### src/rtl/io_pkg.sv
// io_pkg: shared constants for the board I/O responder.
//   Register word indices for the memory-mapped I/O window and the
//   bit position of each button inside the button registers.
package io_pkg;

  localparam logic [2:0] IO_SW        = 3'd0;
  localparam logic [2:0] IO_BTN_LEVEL = 3'd1;
  localparam logic [2:0] IO_BTN_EVENT = 3'd2;
  localparam logic [2:0] IO_LED       = 3'd3;
  localparam logic [2:0] IO_IRQ_EN    = 3'd4;

  localparam int BTN_U   = 0;
  localparam int BTN_D   = 1;
  localparam int BTN_L   = 2;
  localparam int BTN_R   = 3;
  localparam int NUM_BTN = 4;

endpackage

### src/rtl/btn_debounce.sv
// btn_debounce: one raw button -> synchronized, debounced level plus a
// one-cycle rise pulse.
//   clk, reset  : clock, async active-low reset
//   btn_i       : raw button, asynchronous to clk
//   level_o     : debounced level
//   rise_o      : high for the cycle before level_o goes 0->1 (only once
//                 the button has been seen released since reset)
module btn_debounce #(
  parameter int DEBOUNCE_CYCLES = 4,
  parameter int CNT_W           = 16
) (
  input  logic clk,
  input  logic reset,
  input  logic btn_i,
  output logic level_o,
  output logic rise_o
);

  localparam logic [CNT_W-1:0] LAST = CNT_W'(DEBOUNCE_CYCLES - 1);

  logic             s1_q, s2_q;
  logic [1:0]       vld_q;     // sync pipeline has real samples in it
  logic             armed_q;   // button seen released since reset
  logic [CNT_W-1:0] cnt_q;
  logic             stable_q;
  logic             mismatch, settle;

  assign mismatch = (s2_q != stable_q);
  assign settle   = mismatch && (cnt_q == LAST);
  // A button held through reset release settles high without an event;
  // it must be released and pressed again to report a press.
  assign rise_o   = settle && s2_q && armed_q;
  assign level_o  = stable_q;

  always_ff @(posedge clk or negedge reset) begin
    if (!reset) begin
      s1_q     <= 1'b0;
      s2_q     <= 1'b0;
      vld_q    <= '0;
      armed_q  <= 1'b0;
      cnt_q    <= '0;
      stable_q <= 1'b0;
    end else begin
      s1_q  <= btn_i;
      s2_q  <= s1_q;
      vld_q <= {vld_q[0], 1'b1};
      if (vld_q[1] && !s2_q) armed_q <= 1'b1;
      if (!mismatch || settle) cnt_q <= '0;
      else                     cnt_q <= cnt_q + CNT_W'(1);
      if (settle) stable_q <= s2_q;
    end
  end

endmodule

### src/rtl/io_input_ctrl.sv
// io_input_ctrl: memory-mapped board I/O responder.
//   clk, reset         : clock, async active-low reset
//   switches           : raw switches (async), synchronized into SW
//   btn_u/d/l/r        : raw buttons (async), debounced, presses latched
//   io_addr/rd/we/wdata: CPU register access (word index 0..7)
//   io_rdata           : registered read data, valid cycle after io_rd
//   leds               : LED register
//   irq                : registered |(event & irq_en)
module io_input_ctrl
  import io_pkg::*;
#(
  parameter int DEBOUNCE_CYCLES = 4,
  parameter int CNT_W           = 16
) (
  input  logic        clk,
  input  logic        reset,
  input  logic [15:0] switches,
  input  logic        btn_u,
  input  logic        btn_d,
  input  logic        btn_l,
  input  logic        btn_r,
  input  logic [2:0]  io_addr,
  input  logic        io_rd,
  input  logic        io_we,
  input  logic [31:0] io_wdata,
  output logic [31:0] io_rdata,
  output logic [15:0] leds,
  output logic        irq
);

  logic [15:0]        sw_s1_q, sw_s2_q;
  logic [NUM_BTN-1:0] btn_raw, level, rise;
  logic [NUM_BTN-1:0] event_q, event_d, en_q, clr;
  logic [15:0]        led_q;
  logic [31:0]        rdata_q, rd_val;
  logic               irq_q;
  logic               unused_wdata;

  assign unused_wdata = ^io_wdata[31:16];

  always_comb begin
    btn_raw        = '0;
    btn_raw[BTN_U] = btn_u;
    btn_raw[BTN_D] = btn_d;
    btn_raw[BTN_L] = btn_l;
    btn_raw[BTN_R] = btn_r;
  end

  for (genvar g = 0; g < NUM_BTN; g++) begin : g_btn
    btn_debounce #(
      .DEBOUNCE_CYCLES(DEBOUNCE_CYCLES),
      .CNT_W          (CNT_W)
    ) u_db (
      .clk    (clk),
      .reset  (reset),
      .btn_i  (btn_raw[g]),
      .level_o(level[g]),
      .rise_o (rise[g])
    );
  end

  // Read mux always sees pre-write state, so rd+we returns the old value.
  always_comb begin
    rd_val = '0;
    case (io_addr)
      IO_SW:        rd_val = {16'b0, sw_s2_q};
      IO_BTN_LEVEL: rd_val = {28'b0, level};
      IO_BTN_EVENT: rd_val = {28'b0, event_q};
      IO_LED:       rd_val = {16'b0, led_q};
      IO_IRQ_EN:    rd_val = {28'b0, en_q};
      default:      rd_val = '0;
    endcase
  end

  // Clear-on-read plus W1C; a rise in the same cycle wins over the clear.
  always_comb begin
    clr = '0;
    if (io_addr == IO_BTN_EVENT) begin
      if (io_rd) clr = clr | event_q;
      if (io_we) clr = clr | io_wdata[NUM_BTN-1:0];
    end
    event_d = (event_q & ~clr) | rise;
  end

  always_ff @(posedge clk or negedge reset) begin
    if (!reset) begin
      sw_s1_q <= '0;
      sw_s2_q <= '0;
      event_q <= '0;
      en_q    <= '0;
      led_q   <= '0;
      rdata_q <= '0;
      irq_q   <= 1'b0;
    end else begin
      sw_s1_q <= switches;
      sw_s2_q <= sw_s1_q;
      event_q <= event_d;
      irq_q   <= |(event_q & en_q);
      if (io_rd) rdata_q <= rd_val;
      if (io_we) begin
        if (io_addr == IO_LED)    led_q <= io_wdata[15:0];
        if (io_addr == IO_IRQ_EN) en_q  <= io_wdata[NUM_BTN-1:0];
      end
    end
  end

  assign io_rdata = rdata_q;
  assign leds     = led_q;
  assign irq      = irq_q;

endmodule

### config.mk
export PLATFORM = sky130hd
export DESIGN_NAME = io_input_ctrl
export DESIGN_NICKNAME = d
export VERILOG_FILES = /design/src/rtl/io_pkg.sv /design/src/rtl/btn_debounce.sv /design/src/rtl/io_input_ctrl.sv
export SDC_FILE = /design/constraint.sdc
export NUM_CORES = 1
export LEC_CHECK = 0
export CAP_MARGIN = 20
export CORE_ASPECT_RATIO = 1.1
export CORE_MARGIN = 2
export CORE_UTILIZATION = 55
export DETAILED_ROUTE_END_ITERATION = 10
export GPL_TIMING_DRIVEN = 0
export PLACE_DENSITY = 0.92
export SETUP_SLACK_MARGIN = 0.1
export SYNTH_ARGS = -nofsm -noshare
export SYNTH_HDL_FRONTEND = slang
export SYNTH_SLANG_ARGS = --single-unit
### constraint.sdc
create_clock -name clk -period 2.8 [get_ports clk]
set_input_delay 0.84 -clock clk [delete_from_list [all_inputs] [get_ports clk]]
set_output_delay 0.84 -clock clk [all_outputs]
set_load 0.02 [all_outputs]
==> impl_metrics.tcl, run 1 <==
set metrics [dict create \
    drt_drc_violations_left 0 \
    grt_max_degree 101 \
    rr_startpoint "g_btn[2].u_db.cnt_q[0]$_DFF_PN0_" \
    muxShareOfSynthArea 0.04899 \
    die_height_um 117.5 \
    syn_inst 559 \
    h-tree-depth 4 \
    finalHoldViolCount 0 \
    cp.required_ns 3.12 \
    drive_gt1_frac 0.1224 \
    r2r-end "g_btn[2].u_db.cnt_q[6]$_DFF_PN0_" \
    postRouteAntennaNets 0 \
    crit_path_start_kind "input pin" \
    cp_top_family "buffers and inverters" \
    cts_buffers 17 \
    wirelength_um 15060 \
    insertion_delay_ns 0.41 \
    worst_pin_slew_ns 0.5439 \
    maxSlewViolCount 0 \
    yosys.area_share.simple 0.1617 \
    synth_area_um2 6436 \
    cts_hold_buf 0 \
    peakVddDrop_v 0.0005693 \
    rsz0062_at_grt "no" \
    clock.fmax_ghz 0.3990 \
    hold_end "sw_s2_q[9]$_DFF_PN0_" \
    whs_ns 0.3437 \
    root_buffer "clkbuf_16" \
    avgRoutedWirePerCell_um 18.17 \
    cts.repair.resized 0 \
    hold_path.class "flop to flop" \
    period_share 0.8950 \
    tritoncts "done" \
    fin_nets 730 \
    dp_cells 798 \
    viasPerCell 5.777 \
    first_pass_iters 5 \
    via_count 4789 \
    num_io_pins 108 \
    grt_pass1_wl_um 24850 \
    cpMaxStageDelayCell "clkdlybuf4s50_1" \
    slew_headroom 0.6374 \
    fin_ws_ns 0.2940 \
    p_leak_uw 0.003383 \
    instances_no_fill 829 \
    design.die.area_um2 12580 \
    min-delay-start "sw_s1_q[9]$_DFF_PN0_" \
    post_cts_buffers 0 \
    synth.largest_area_cell "dfrtp_1" \
    io_buffers 73 \
    hold_path_depth 0 \
    yosys-top-cells-count "155 x dfrtp_1, 72 x nor2_1, 48 x xnor2_1" \
    crit_start "io_addr[1]" \
    power_uw 6068 \
    core_um2 11440 \
    critical_path.endpoint_type "flop" \
    synthTopCellsByArea "dfrtp_1 60%, xnor2_1 6.5%, nor2_1 4.2%" \
    synth_edf_count 0 \
    synthArstFlopShare 1.000 \
    drt-initial-drc-count 388 \
    yosysWarnings 0 \
    ys_ff_latch 155 \
    crit_arrival_ns 2.82 \
    period_needed_ns 2.506 \
    gp_congestion 0.8651 \
    reg2reg_slack_ns 0.85 \
    utilization 0.7020 \
    crit_buf_inv 2 \
    setup_viol 0 \
    netlist.area_leader.share 0.6026 \
    syn_to_final_growth_pct 24.77 \
    synth-xor-area-share 0.07893 \
    power_density_nw_per_um2 755.7 \
    critPathMaxFanout 10 \
    reg2reg_depth 6 \
    grt_usage 0.2534 \
    max_cap_violations 0 \
    grt_pass1_vias 5001 \
    cpPeakStageDelay_ns 0.60 \
    postSynthAreaPerCell_um2 11.51 \
    outcome "finished, final reports clean" \
    synth_top_family_by_area "simple AND/OR/NAND/NOR gates" \
    critPathKind "input pin to flop" \
    ys.flop_type "dfrtp_1" \
    start_util 0.5626 \
    clkSinkCount 155 \
    crit_chain "clkdlybuf4s50_1, nor2_1, clkbuf_1, nand3_1, a31oi_1" \
    dpl.hpwl_um 9388 \
    fin_skew_ns 0.006973 \
    die_w_um 107.1 \
    pre_cts_ws_ns -0.04902 \
    rows 41 \
    synth_compound_area_frac 0.05443 \
    antenna_found_initial 1 \
    yosysMostFrequentCell "dfrtp_1" \
    clk_path_buf_depth 2 \
    synth.distinct_cells 34 \
    grt_overflow 0 \
    clkSlewWorstSetupHoldPaths_ns 0.06 \
    yosysSeqAreaShare 0.6026 \
    synth_adder_area_share 0.007776 \
]
cells by family after synthesis:
logic type	Yosys count
compound gates	54
xor+xnor	58
buf+inv	58
other cells	2
flops	155
fa+ha+maj	4
simple gates	204
mux	24
sequential cells by signal (all words and copies together) (netlist names):
name                cells
g_btn.u_db.cnt_q       64
event_q                 4
sw_s2_q                16
en_q                    4
leds                   16
g_btn.u_db.vld_q        2
sw_s1_q                16
io_rdata               16
irq                     1
g_btn.u_db.s1_q         4
g_btn.u_db.armed_q      4
g_btn.u_db.level_o      4
g_btn.u_db.s2_q         4
cell type report:
type                       instances  area [µm²]
inverter                          28       105.1
multi-input combinational        361        2328
clock inverter                     6       86.33
buffer                            30       180.2
antenna                            1       2.502
sequential                       155        3879
tap                              150       187.7
fill                             675        3410
clock buffer                      24       501.7
timing repair buffer              74       759.5
worst max-delay path by stage:
stage,to,slack (ns),cells past startpoint
after global routing,io_rdata[0]$_DFFE_PN0P_,0.26,5
after global placement,g_btn[3].u_db.cnt_q[10]$_DFF_PN0_,-4.90,1
after detailed placement,leds[10]$_DFFE_PN0P_,-0.05,5
after CTS,leds[10]$_DFFE_PN0P_,0.37,5
after floorplan,en_q[0]$_DFFE_PN0P_,0.68,5
final,io_rdata[0]$_DFFE_PN0P_,0.29,5
cell usage in the layout (no fill, tap or decap), types with 5 or more instances in the layout:
cell / instances
o21ai_0: 8
buf_4: 16
xnor2_1: 48
nand3_1: 24
inv_1: 28
a22oi_1: 14
xor2_1: 10
clkdlybuf4s50_1: 72
nand4_1: 10
nor3_1: 20
nand2b_1: 5
clkbuf_8: 5
o31ai_1: 6
a21oi_1: 6
clkbuf_16: 17
nor2_1: 72
clkbuf_1: 10
dfrtp_1: 155
buf_2: 6
conb_1: 17
nor4_1: 22
mux2_2: 20
and3_1: 7
o22ai_1: 12
nand2_1: 26
layer usage:
metal  global-route usage  routed length (µm)  part of all wire  vias to the layer above
met5                    0                   0                 0                        -
met4               0.1299                 576             0.038                        0
met3              0.05703                 948             0.063                       58
met2               0.4197                7769              0.52                      229
met1               0.3094                5768              0.38                     2386
li1                     -                   -                 -                     2116
report_power, final:
part | leakage, µW | switching [µW] | internal, µW
clock | 0.000288 | 868 | 1420
sequential | 0.00198 | 240 | 2480
combinational | 0.00112 | 604 | 456
total | 0.00338 | 1710 | 4360
worst register-to-register path: cells and delay by family, from the launching register on:
family,cells,cell delay (ns)
simple gates,4,0.94
flops,1,0.40
buf+inv,1,0.26
fa+ha+maj,1,0.23
stage by stage:
| stage | cell area (µm²) | setup TNS (ns) |
|---|---|---|
| floorplan | 6492 | 0 |
| global placement | 7411 | -757.88 |
| detailed placement | 7440 | -0.2217 |
| CTS | 8028 | 0 |
| global route | 8030 | 0 |
| finish | 8030 | 0 |
Note: power is estimated with default switching activity, not from simulation.
==> run 2: changes to the inputs <==
--- a/config.mk
+++ b/config.mk
@@ -7,10 +7,10 @@
 export LEC_CHECK = 0
 export CAP_MARGIN = 20
 export CORE_ASPECT_RATIO = 1.1
-export CORE_MARGIN = 2
 export CORE_UTILIZATION = 55
 export DETAILED_ROUTE_END_ITERATION = 10
 export GPL_TIMING_DRIVEN = 0
+export HOLD_SLACK_MARGIN = 0.02
 export PLACE_DENSITY = 0.92
 export SETUP_SLACK_MARGIN = 0.1
 export SYNTH_ARGS = -nofsm -noshare
==> run 2 against run 1 <==
Compared with the run above:
- sequential power is essentially flat
- sequential cell count unchanged
- setup slack better by 0.042 ns
- global-route usage up 1.8 points
- final cell count increased by 0.12%
- combinational power is essentially flat
- largest power group unchanged
==> impl_metrics.tcl, run 2 (same netlist as run 1, synthesis figures left out) <==
set metrics [dict create \
    outcome "finished, final reports clean" \
    critPathMaxFanout 10 \
    clkPwrFrac 0.386 \
    wirelength_um 15440 \
    design.die.area_um2 12140 \
    syn_to_final_growth_pct 25.08 \
    critPathKind "input pin to flop" \
    layout_commonest_cell "dfrtp_1" \
    viasPerCell 5.867 \
    grt_pass1_vias 4970 \
    core_um2 11440 \
    regArea_um2 3879 \
    crit_start "io_addr[1]" \
    insertion_delay_ns 0.42 \
    num_antenna_cells 0 \
    drive_gt1_frac 0.1221 \
    peakVddDrop_v 0.0003982 \
    p_int_uw 4424 \
    gp_congestion 0.8643 \
    reg2reg_depth 6 \
    grt_pass1_wl_um 25090 \
    clock.fmax_ghz 0.4059 \
    hold_end "sw_s2_q[13]$_DFF_PN0_" \
    grt_usage 0.2716 \
    cts_hold_buf 0 \
    period_share 0.8799 \
    postRouteAntennaNets 0 \
    root_buffer "clkbuf_16" \
    worst_pin_slew_ns 0.6857 \
    tritoncts "done" \
    via_count 4870 \
    finalHoldViolCount 0 \
    hold_path.class "flop to flop" \
    rows 41 \
    power_uw 6155 \
    crit_path_start_kind "input pin" \
    avgRoutedWirePerCell_um 18.61 \
    r2r-end "g_btn[1].u_db.cnt_q[8]$_DFF_PN0_" \
    clk_path_buf_depth 2 \
    num_io_pins 108 \
    die_height_um 115.5 \
    first_pass_iters 6 \
    dpl.hpwl_um 9796 \
    whs_ns 0.3457 \
    post_cts_buffers 0 \
    tns_ns 0 \
    fillers 692 \
    layout_common_cells "155 x dfrtp_1, 72 x nor2_1, 72 x clkdlybuf4s50_1" \
    multiInputGateArea_um2 2328 \
    clkSlewWorstSetupHoldPaths_ns 0.06 \
    reg2reg_slack_ns 0.74 \
    critical_path.endpoint_type "flop" \
    drt-initial-drc-count 508 \
    clkSinkCount 155 \
    instances_no_fill 830 \
    rsz0062_at_grt "no" \
    fin_nets 730 \
    drt_drc_violations_left 0 \
    grt_max_degree 81 \
    rr_startpoint "g_btn[1].u_db.cnt_q[0]$_DFF_PN0_" \
    cts_buffers 17 \
    p_sw_frac 0.2812 \
    h-tree-depth 4 \
    largest_reg_flops 64 \
    min-delay-start "sw_s1_q[13]$_DFF_PN0_" \
    crit_arrival_ns 2.76 \
    setup_viol 0 \
    top_register "g_btn.u_db.cnt_q" \
    slew_headroom 0.5429 \
    cts.repair.resized 0 \
    max_cap_violations 0 \
    power_density_nw_per_um2 764.6 \
    start_util 0.5626 \
    p_comb_frac 0.171 \
    grt_overflow 0 \
    io_buffers 73 \
    p_seq_frac 0.443 \
    cp.required_ns 3.10 \
    p_leak_uw 0.003382 \
    dp_cells 798 \
    p_sw_uw 1731 \
    die_w_um 105.1 \
    hold_path_depth 0 \
    antenna_found_initial 0 \
    maxSlewViolCount 0 \
    period_needed_ns 2.464 \
    fin_skew_ns 0.005217 \
]
-- run 2: changes by cell type in the layout (fill, tap and decap cells not counted) --
cell | before | now
clkinv_4 | 1 | 2
diode_2 | 1 | 0
clkbuf_8 | 5 | 0
clkbuf_1 | 10 | 12
clkinvlp_4 | 1 | 3
bufinv_16 | 2 | 4
-- run 2: cell type report --
cell class,instances,share of cell area
timing repair buffer,74,0.09434
clock buffer,21,0.05471
buffer,30,0.02238
sequential,155,0.4818
tap,150,0.02331
multi-input combinational,361,0.2892
clock inverter,11,0.02114
inverter,28,0.01306
-- run 2: stage by stage --
stage,cell area [µm²],util,setup slack (ns)
2_1_floorplan,6492,-,0.6764
3_3_place_gp,7411,0.6478,-4.836
3_5_place_dp,7440,0.6503,-0.0007034
4_1_cts,8050,0.7037,0.3649
5_1_grt,8050,0.7037,0.2690
6_report,8050,0.7037,0.3362
-- run 2: worst max-delay path by stage --
| stage | endpoint | slack (ns) | depth (start not counted) |
|---|---|---|---|
| after global placement | sw_s1_q[11]$_DFF_PN0_ | -4.84 | 1 |
| after detailed placement | en_q[0]$_DFFE_PN0P_ | -0.0007 | 5 |
| after global routing | io_rdata[8]$_DFFE_PN0P_ | 0.27 | 5 |
| after CTS | leds[9]$_DFFE_PN0P_ | 0.36 | 5 |
| after floorplan | en_q[0]$_DFFE_PN0P_ | 0.68 | 5 |
| final | leds[9]$_DFFE_PN0P_ | 0.34 | 5 |
-- run 2: worst max-delay path, cell delays in order --
cell and delay (ns):
clkdlybuf4s50_1 0.59, and2_0 0.34, nand3b_2 0.29, buf_2 0.31, mux2_2 0.38
-- run 2: routing by layer --
metal | GRT usage | share of wire | vias to the layer above
met5 | 0 | 0 | -
met4 | 0.1437 | 0.031 | 0
met3 | 0.07143 | 0.066 | 53
met2 | 0.4742 | 0.52 | 273
met1 | 0.3107 | 0.38 | 2427
li1 | - | - | 2117
-- run 2: power groups by stage --
stage	Clock, µW	Sequential, µW	Combinational (µW)
after floorplan	0	2770	501
after global placement	0	2710	955
after detailed placement	0	2740	1020
after CTS	2400	2710	1050
after global routing	2500	2740	1140
final	2370	2730	1050
==> run 3: changes to the inputs <==
--- a/config.mk
+++ b/config.mk
@@ -5,6 +5,7 @@
 export SDC_FILE = /design/constraint.sdc
 export NUM_CORES = 1
 export LEC_CHECK = 0
+export ABC_CLOCK_PERIOD_IN_PS = 2800
 export CAP_MARGIN = 20
 export CORE_ASPECT_RATIO = 1.1
 export CORE_UTILIZATION = 55
==> results of run 3 <==
Final layout, timing and power as in run 2 (identical DEF).
